### config.mk
export PLATFORM = sky130hd
export DESIGN_NAME = alarm_controller
export DESIGN_NICKNAME = d
export VERILOG_FILES = /design/src/rtl/alarm_pkg.sv /design/src/rtl/half_second_ticker.sv /design/src/rtl/alarm_controller.sv
export SDC_FILE = /design/constraint.sdc
export NUM_CORES = 1
export LEC_CHECK = 0
export BUFFER_PORTS_ARGS = -buffer_cell sky130_fd_sc_hd__buf_2
export CORE_ASPECT_RATIO = 0.75
export CORE_MARGIN = 2
export CORE_UTILIZATION = 50
export CTS_BUF_LIST = sky130_fd_sc_hd__clkbuf_4 sky130_fd_sc_hd__clkbuf_8 sky130_fd_sc_hd__clkbuf_16
export CTS_CLUSTER_DIAMETER = 120
export DETAILED_ROUTE_END_ITERATION = 10
export GPL_TIMING_DRIVEN = 0
export PLACE_DENSITY = 0.67
export SLEW_MARGIN = 10
export SYNTH_ARGS = -nofsm -noshare
export SYNTH_HDL_FRONTEND = slang
export SYNTH_SLANG_ARGS = --single-unit
### constraint.sdc
create_clock -name clock -period 3.1 [get_ports clock]
set_input_delay 0 -clock clock [delete_from_list [all_inputs] [get_ports clock]]
set_output_delay 0 -clock clock [all_outputs]
set_load 0.05 [all_outputs]
### src/rtl/alarm_pkg.sv
// Shared state encodings and default timing constants for the alarm subsystem
// (controller, keypad decoder and LED driver).
package alarm_pkg;

  localparam int STATE_W = 3;

  localparam logic [STATE_W-1:0] ST_IDLE   = 3'd0;
  localparam logic [STATE_W-1:0] ST_ARMING = 3'd1;
  localparam logic [STATE_W-1:0] ST_ARMED  = 3'd2;
  localparam logic [STATE_W-1:0] ST_ENTRY  = 3'd3;
  localparam logic [STATE_W-1:0] ST_ALARM  = 3'd4;

  typedef enum logic [STATE_W-1:0] {
    S_IDLE   = ST_IDLE,
    S_ARMING = ST_ARMING,
    S_ARMED  = ST_ARMED,
    S_ENTRY  = ST_ENTRY,
    S_ALARM  = ST_ALARM
  } state_e;

  localparam int DEF_HALF_S_TICKS   = 25_000_000;
  localparam int DEF_ARM_DELAY_HS   = 20;
  localparam int DEF_ENTRY_DELAY_HS = 30;
  localparam int DEF_ALARM_HS       = 120;

  // States that run the half-second timebase and blink the generator.
  function automatic logic is_timed(state_e s);
    return (s == S_ARMING) || (s == S_ENTRY) || (s == S_ALARM);
  endfunction

endpackage

### src/rtl/half_second_ticker.sv
// Half-second prescaler: counts 0..HALF_S_TICKS-1 while enabled and flags the
// last count with a one-cycle tick. A clear restarts the interval.
module half_second_ticker
  import alarm_pkg::*;
#(
  parameter int HALF_S_TICKS = DEF_HALF_S_TICKS
) (
  input  logic clk_i,
  input  logic rst_i,
  input  logic clr_i,
  input  logic en_i,
  output logic tick_o
);

  localparam int PRESC_W = $clog2(HALF_S_TICKS);
  localparam logic [PRESC_W-1:0] LAST = PRESC_W'(HALF_S_TICKS - 1);

  logic [PRESC_W-1:0] presc_q, presc_d;

  always_comb begin
    presc_d = presc_q;
    if (clr_i) begin
      presc_d = '0;
    end else if (en_i) begin
      presc_d = (presc_q == LAST) ? '0 : presc_q + 1'b1;
    end
  end

  always_ff @(posedge clk_i or posedge rst_i) begin
    if (rst_i) presc_q <= '0;
    else       presc_q <= presc_d;
  end

  // A tick coinciding with a state change belongs to the old state; drop it.
  assign tick_o = en_i && !clr_i && (presc_q == LAST);

endmodule

### src/rtl/alarm_controller.sv
// Arm/entry/alarm sequencer for the siren generator; owns the shared
// half-second timebase and drives the status outputs, all registered.
module alarm_controller
  import alarm_pkg::*;
#(
  parameter int HALF_S_TICKS   = DEF_HALF_S_TICKS,
  parameter int ARM_DELAY_HS   = DEF_ARM_DELAY_HS,
  parameter int ENTRY_DELAY_HS = DEF_ENTRY_DELAY_HS,
  parameter int ALARM_HS       = DEF_ALARM_HS
) (
  input  logic               clock,
  input  logic               reset,
  input  logic               arm,
  input  logic               code_ok,
  input  logic               door_sensor,
  output logic               enable_siren,
  output logic               two_hz_enable,
  output logic               armed_led,
  output logic [STATE_W-1:0] state
);

  localparam int MAX_AE = (ARM_DELAY_HS > ENTRY_DELAY_HS) ? ARM_DELAY_HS : ENTRY_DELAY_HS;
  localparam int MAX_HS = (MAX_AE > ALARM_HS) ? MAX_AE : ALARM_HS;
  localparam int HS_W   = $clog2(MAX_HS + 1);

  state_e          state_q, state_d;
  logic [HS_W-1:0] hs_cnt_q, hs_cnt_d;
  logic [1:0]      sync_q;
  logic            door_s;
  logic            tick;
  logic            state_chg;
  logic            siren_q, hz_q, led_q;

  assign door_s = sync_q[1];

  half_second_ticker #(
    .HALF_S_TICKS(HALF_S_TICKS)
  ) u_ticker (
    .clk_i  (clock),
    .rst_i  (reset),
    .clr_i  (state_chg),
    .en_i   (is_timed(state_q)),
    .tick_o (tick)
  );

  // Disarm wins over every other transition, including a same-cycle timeout.
  always_comb begin
    state_d = state_q;
    if (code_ok && (state_q != S_IDLE)) begin
      state_d = S_IDLE;
    end else begin
      case (state_q)
        S_IDLE:   if (arm && !code_ok)                      state_d = S_ARMING;
        S_ARMING: if (hs_cnt_q == HS_W'(ARM_DELAY_HS))      state_d = S_ARMED;
        S_ARMED:  if (door_s)                               state_d = S_ENTRY;
        S_ENTRY:  if (hs_cnt_q == HS_W'(ENTRY_DELAY_HS))    state_d = S_ALARM;
        S_ALARM:  if (hs_cnt_q == HS_W'(ALARM_HS))          state_d = S_ARMED;
        default:                                            state_d = S_IDLE;
      endcase
    end
    state_chg = (state_d != state_q);
    hs_cnt_d  = hs_cnt_q;
    if (state_chg)  hs_cnt_d = '0;
    else if (tick)  hs_cnt_d = hs_cnt_q + 1'b1;
  end

  always_ff @(posedge clock or posedge reset) begin
    if (reset) begin
      state_q  <= S_IDLE;
      hs_cnt_q <= '0;
      sync_q   <= '0;
      siren_q  <= 1'b0;
      hz_q     <= 1'b0;
      led_q    <= 1'b0;
    end else begin
      state_q  <= state_d;
      hs_cnt_q <= hs_cnt_d;
      sync_q   <= {sync_q[0], door_sensor};
      siren_q  <= (state_d == S_ALARM);
      hz_q     <= tick;
      led_q    <= (state_d == S_ARMED) || (state_d == S_ENTRY) || (state_d == S_ALARM);
    end
  end

  assign state         = state_q;
  assign enable_siren  = siren_q;
  assign two_hz_enable = hz_q;
  assign armed_led     = led_q;

endmodule

# Word level (Yosys, flattened, before mapping)

Cells that the tools add are included.

Flip-flop bits (word level): 40
Output and inout bits: 6

Add/subtract/negate cells: 2
Equality and inequality tests: 12
Mux-type cells: 12
Reductions and logical operators: 14

Operators by type and width:

| operator                                             | count |
|---|---|
| 2-to-1 mux 25 bit                                    | 3 |
| adder 25 x 1 -> 25 bit (second input constant)       | 1 |
| equality test 25 bit (second input constant)         | 1 |
| 2-to-1 mux 3 bit                                     | 6 |
| case mux 3 bit (5 select lines)                      | 1 |
| equality test 7 x 5 -> 1 bit (second input constant) | 2 |
| 2-to-1 mux 7 bit                                     | 2 |
| equality test 3 x 2 -> 1 bit (second input constant) | 4 |
| adder 7 x 1 -> 7 bit (second input constant)         | 1 |
| equality test 7 bit (second input constant)          | 1 |
| equality test 3 bit (second input constant)          | 2 |
| logical AND 1 bit                                    | 4 |
| logical OR 1 bit                                     | 4 |
| nonzero test 2 bit                                   | 2 |
| equality test 3 x 1 -> 1 bit (second input constant) | 1 |
| zero test 3 bit                                      | 1 |
| != test 3 bit                                        | 1 |
| nonzero test 3 bit                                   | 1 |
| zero test 1 bit                                      | 2 |

# Depth between registers and ports, before layout

Word-level depth: 11
Mapped depth: 8
Gate-level depth less buffers: 7

# By module

Synthesis repeated with hierarchy kept, for this count alone.

Cells, all modules: 255
Area total of the unflattened synthesis: 2388.5 um^2

Modules (own cells, without submodules):

| module             | times used | cells an instance | area an instance (um^2) | sequential area each (um^2) |
|---|---|---|---|---|
| half_second_ticker | 1          | 172               | 1517.7                  | 625.6 |
| alarm_controller   | 1          | 83                | 870.8                   | 375.4 |

# Least setup slack after synthesis

No wires, ideal clock.

Path kind: register to register
From: register state_q[1] (netlist: state[1])
To: register u_ticker.presc_q[21]
Arrival: 2.063 ns
Data required time: 2.971 ns
Slack: 0.907 ns
Cell stages (with the launch flop): 8
Period minus slack after synthesis: 2.193 ns
Cell sequence: dfrtp_1 > buf_4 > or3b_1 > a211o_1 > o2111a_1 > o211ai_4 > buf_6 > a31oi_1

Word-level cells in the longest chain between the ends: 5
Elaborated cells on any way between the ends: 19
Classes of those cells: eq/ne (5); mux (8); reduce/logical (6)

Ends and longest elaborated chain:

| element                                                              | line                                           | RTL |
|---|---|---|
| start: declaration                                                   | alarm_controller.sv:26                         | `state_e state_q, state_d;` |
| start signal: assignment                                             | alarm_controller.sv:76                         | `state_q <= state_d;` |
| equality test 3 bit, or another cell as far along                    | alarm_pkg.sv:28, alarm_controller.sv:52        |  |
| case mux 3 bit (5 select lines) or logical AND 1 bit (tied branches) | alarm_controller.sv:52, alarm_controller.sv:49 |  |
| 2-to-1 mux 3 bit                                                     | alarm_controller.sv:49                         | `if (code_ok && (state_q != S_IDLE)) begin` |
| != test 3 bit                                                        | alarm_controller.sv:61                         | `state_chg = (state_d != state_q);` |
| 2-to-1 mux 25 bit or nonzero test 2 bit (tied branches)              | n/a                                            |  |
| end signal: assignment                                               | half_second_ticker.sv:31                       | `else presc_q <= presc_d;` |
| end: declaration                                                     | half_second_ticker.sv:18                       | `logic [PRESC_W-1:0] presc_q, presc_d;` |

Parallel ways exist; a longest one is shown, timed or not.
A chain may end at the register's enable or synchronous reset.

# Final worst setup path

From: register hs_cnt_q[0]
To: register u_ticker.presc_q[8]

Word-level cells in the longest chain between the ends: 6
Elaborated cells on any way between the ends: 11
Classes of those cells: eq/ne (4); mux (6); reduce/logical (1)

Ends and longest elaborated chain:

| element                                                 | line                                                                   | RTL |
|---|---|---|
| start: declaration                                      | alarm_controller.sv:27                                                 | `logic [HS_W-1:0] hs_cnt_q, hs_cnt_d;` |
| start signal: assignment                                | alarm_controller.sv:77                                                 | `hs_cnt_q <= hs_cnt_d;` |
| equality test 7 bit, or another cell as far along       | alarm_controller.sv:57                                                 | `S_ALARM: if (hs_cnt_q == HS_W'(ALARM_HS)) state_d = S_ARMED;` |
| 2-to-1 mux 3 bit, on equally long branches              | alarm_controller.sv:57, alarm_controller.sv:54, alarm_controller.sv:56 |  |
| case mux 3 bit (5 select lines) *                       | alarm_controller.sv:52                                                 | `case (state_q)` |
| 2-to-1 mux 3 bit *                                      | alarm_controller.sv:49                                                 |  |
| != test 3 bit *                                         | alarm_controller.sv:61                                                 |  |
| 2-to-1 mux 25 bit or nonzero test 2 bit (tied branches) | n/a                                                                    |  |

Every way passes the cells marked *; elsewhere a longest branch is shown, timed or not.

==> flow_summary.json <==
{
  "synth_top_area_share_pct": 39.25,
  "ys.flop_type": "dfrtp_1",
  "ff2ff_path_depth": 8,
  "crit_path_start": "hs_cnt_q[0]$_DFFE_PP0P_",
  "grt.total_usage_pct": 22.80,
  "crit_type": "reg -> reg",
  "clock_skew_ps": 4.135,
  "fin_nets": 302,
  "cp.depth": 8,
  "yosysWarnings": 0,
  "powerDensity_nw_per_um2": 380.4,
  "worst-path-buf-inv": 2,
  "hp-class": "in -> async",
  "cts-root-buf": "clkbuf_8",
  "syn_nets": 281,
  "grt_setup_unrepaired": "false",
  "end_kind": "register",
  "core_area_um2": 4900,
  "setup_viol": 0,
  "dieArea_um2": 5693,
  "vias": 2147,
  "rr_startpoint": "hs_cnt_q[0]$_DFFE_PP0P_",
  "fin_setup_tns_ps": 0,
  "outcome": "finished, final reports clean",
  "die_height_um": 65.85,
  "diodes": 0,
  "dpl_worst_slack_ps": 792.4,
  "slew_violations": 0,
  "cts.sinks": 40,
  "reg2reg_to": "u_ticker.presc_q[8]$_DFFE_PP0P_",
  "grt_pass1_vias": 1949,
  "postCtsSetupRepairBufs": 0,
  "initial_core_util_pct": 52.04,
  "rows": 22,
  "first_pass_iters": 5,
  "r2r_setup_slack_ps": 780,
  "ant_nets": 0,
  "critical_path.endpoint": "u_ticker.presc_q[8]$_DFFE_PP0P_",
  "syn_area_per_cell_um2": 9.375,
  "maxCapViolCount": 0,
  "htreeDepth": 2,
  "yosys-top-cells-area": "dfrtp_1 (39%), a21oi_2 (6.5%), o21ai_0 (3.5%), nand2_1 (2.9%), nand3_1 (2.9%)",
  "grt_max_degree": 25,
  "synth_edf_count": 0,
  "fin_crit_sh_pct": 74.89,
  "cpPeakStageDelay_ps": 410,
  "synth_cells": 272,
  "wl_per_cell_um": 16.88,
  "cts_buffers": 5,
  "critPathTopFamily": "compound AO/OA/AOI/OAI gates",
  "setup_ws_ps": 778.4,
  "synth-seq-area-share_pct": 39.25,
  "first_iter_violations": 136,
  "fillers": 443,
  "antenna_found_initial": 0,
  "die_w_um": 86.46,
  "clk_pin_slew_ps": 80,
  "ir_drop_uv": 256.0,
  "ios": 11,
  "final_hold_viol_count": 0,
  "cts_tree": "built",
  "slew_headroom_pct": 56.62,
  "cp_max_fo": 10,
  "yosys.cell_count.top_type": "dfrtp_1",
  "overflow": 0,
  "grt_pass1_wl_um": 10090,
  "leakagePower_nw": 1.151,
  "synth.distinct_cells": 56,
  "hpwl_um": 4147,
  "yosysTopAreaCell": "dfrtp_1",
  "synth-async-reset-ratio_pct": 100.0,
  "synth-seq-cells": 40,
  "insertion_delay_ps": 300,
  "fmax_ghz": 0.4307,
  "path_cells": "inv_1 > ha_1 > or3b_1 > a211o_1 > o2111a_1 > o211ai_4 > buf_6 > a21oi_2",
  "critPathSlowestCell": "dfrtp_1",
  "syn_area_um2": 2550,
  "clockBufferDepth": 2,
  "viasPerCell": 6.065,
  "port_buffers": 10,
  "place_congestion": 0.8992,
  "tightest_slew_ps": 644.7,
  "min_period_ps": 2322,
  "drt_wl_total_um": 5975,
  "cp.required_ps": 3280,
  "synth_common_cells": "dfrtp_1 (40), nand2_1 (20), a21oi_2 (19)",
  "arrival_ps": 2500,
  "syn_to_final_growth_pct": 11.24,
  "drt_drc_violations_left": 0,
  "layout-drive-gt1-share_pct": 25.17,
  "critPathLaunchType": "register"
}
[through the flow]
step,hold WS [ps],cell area (um^2),std cells,power [mW],util (%)
finish,226.4,2836,354,1.079,57.89
CTS,229.1,2836,354,1.082,57.89
floorplan,31.43,2550,272,0.6106,-
global route,252.1,2836,354,1.114,57.89
global placement,107.4,2675,342,0.6382,54.60
detailed placement,7.358,2695,343,0.6432,55.01
[tightest hold or removal path: stages]
cell	delay, ps
dlygate4sd3_1	530
buf_2	120
inv_2	280
[layout make-up]
| class | count | area [um^2] | area share [%] |
|---|---|---|---|
| Inverter | 7 | 26.28 | 0.9263 |
| Tap cell | 60 | 75.07 | 2.647 |
| Timing Repair Buffer | 14 | 100.1 | 3.529 |
| Buffer | 15 | 103.9 | 3.661 |
| Clock buffer | 6 | 76.32 | 2.691 |
| Multi-Input combinational cell | 210 | 1419 | 50.02 |
| Clock inverter | 2 | 35.03 | 1.235 |
| Sequential cell | 40 | 1001 | 35.29 |
[timing repair]
item	CTS	global route
endpoints found under the hold margin	19	0
gates resized for setup	0	0
hold buffers	3	0
[placed cells by master, fill, tap and decap left out, types with 5 or more instances in the layout]
| cell | instances |
|---|---|
| and4_1 | 7 |
| clkbuf_8 | 5 |
| a31oi_1 | 5 |
| nand3b_1 | 6 |
| o21ai_0 | 18 |
| a21oi_1 | 9 |
| nand3_1 | 15 |
| inv_1 | 6 |
| buf_2 | 16 |
| dfrtp_1 | 40 |
| nand2_1 | 20 |
| nor3_1 | 5 |
| or3_1 | 7 |
| a21oi_2 | 19 |
| a22oi_1 | 5 |
| nand4_1 | 8 |
| nor2_1 | 11 |
| and2_1 | 5 |
| and3_1 | 8 |
| nor2_2 | 10 |
| xor2_1 | 6 |
[layer usage]
| layer | vias to the layer above | wire length, um | GRT usage (%) |
|---|---|---|---|
| met3 | 9 | 249 | 4.120 |
| li1 | 1052 | - | - |
| met4 | 0 | 48 | 5.273 |
| met2 | 56 | 2422 | 29.81 |
| met5 | - | 0 | 0 |
| met1 | 1030 | 3255 | 37.88 |
[logic make-up (layout without fill, tap and decap cells)]
family                     Yosys count  after routing  share of synthesized area, %
muxes                                4              4                         1.619
DFF                                 40             40                         39.25
buffers and inverters               22             44                         5.103
and+or+nand+nor                    124            124                         29.44
AOI/OAI and AO/OA                   71             71                         20.22
adders and majority gates            4              4                         1.963
xor gates and xnor gates             7              7                         2.404
[sequential cells by signal (all words and copies together) (netlist names)]
name and cells:
two_hz_enable 1, enable_siren 1, armed_led 1, sync_q 2, u_ticker.presc_q 25, hs_cnt_q 7, state 3
[worst min-delay path by stage]
| stage | to | cells after the start |
|---|---|---|
| floorplan | sync_q[0]$_DFF_PP0_ | 0 |
| global placement | sync_q[0]$_DFF_PP0_ | 1 |
| detailed placement | armed_led$_DFF_PP0_ | 2 |
| CTS | state[0]$_DFF_PP0_ | 4 |
| global route | state[0]$_DFF_PP0_ | 4 |
| finish | state[2]$_DFF_PP0_ | 3 |
[where the power goes]
part / total, mW / switching (mW) / leakage, nW / internal (mW)
combinational: 0.104 / 0.0726 / 0.541 / 0.0319
sequential: 0.530 / 0.00363 / 0.552 / 0.526
clock: 0.445 / 0.197 / 0.0586 / 0.248
(Power assumes the default switching activity.)
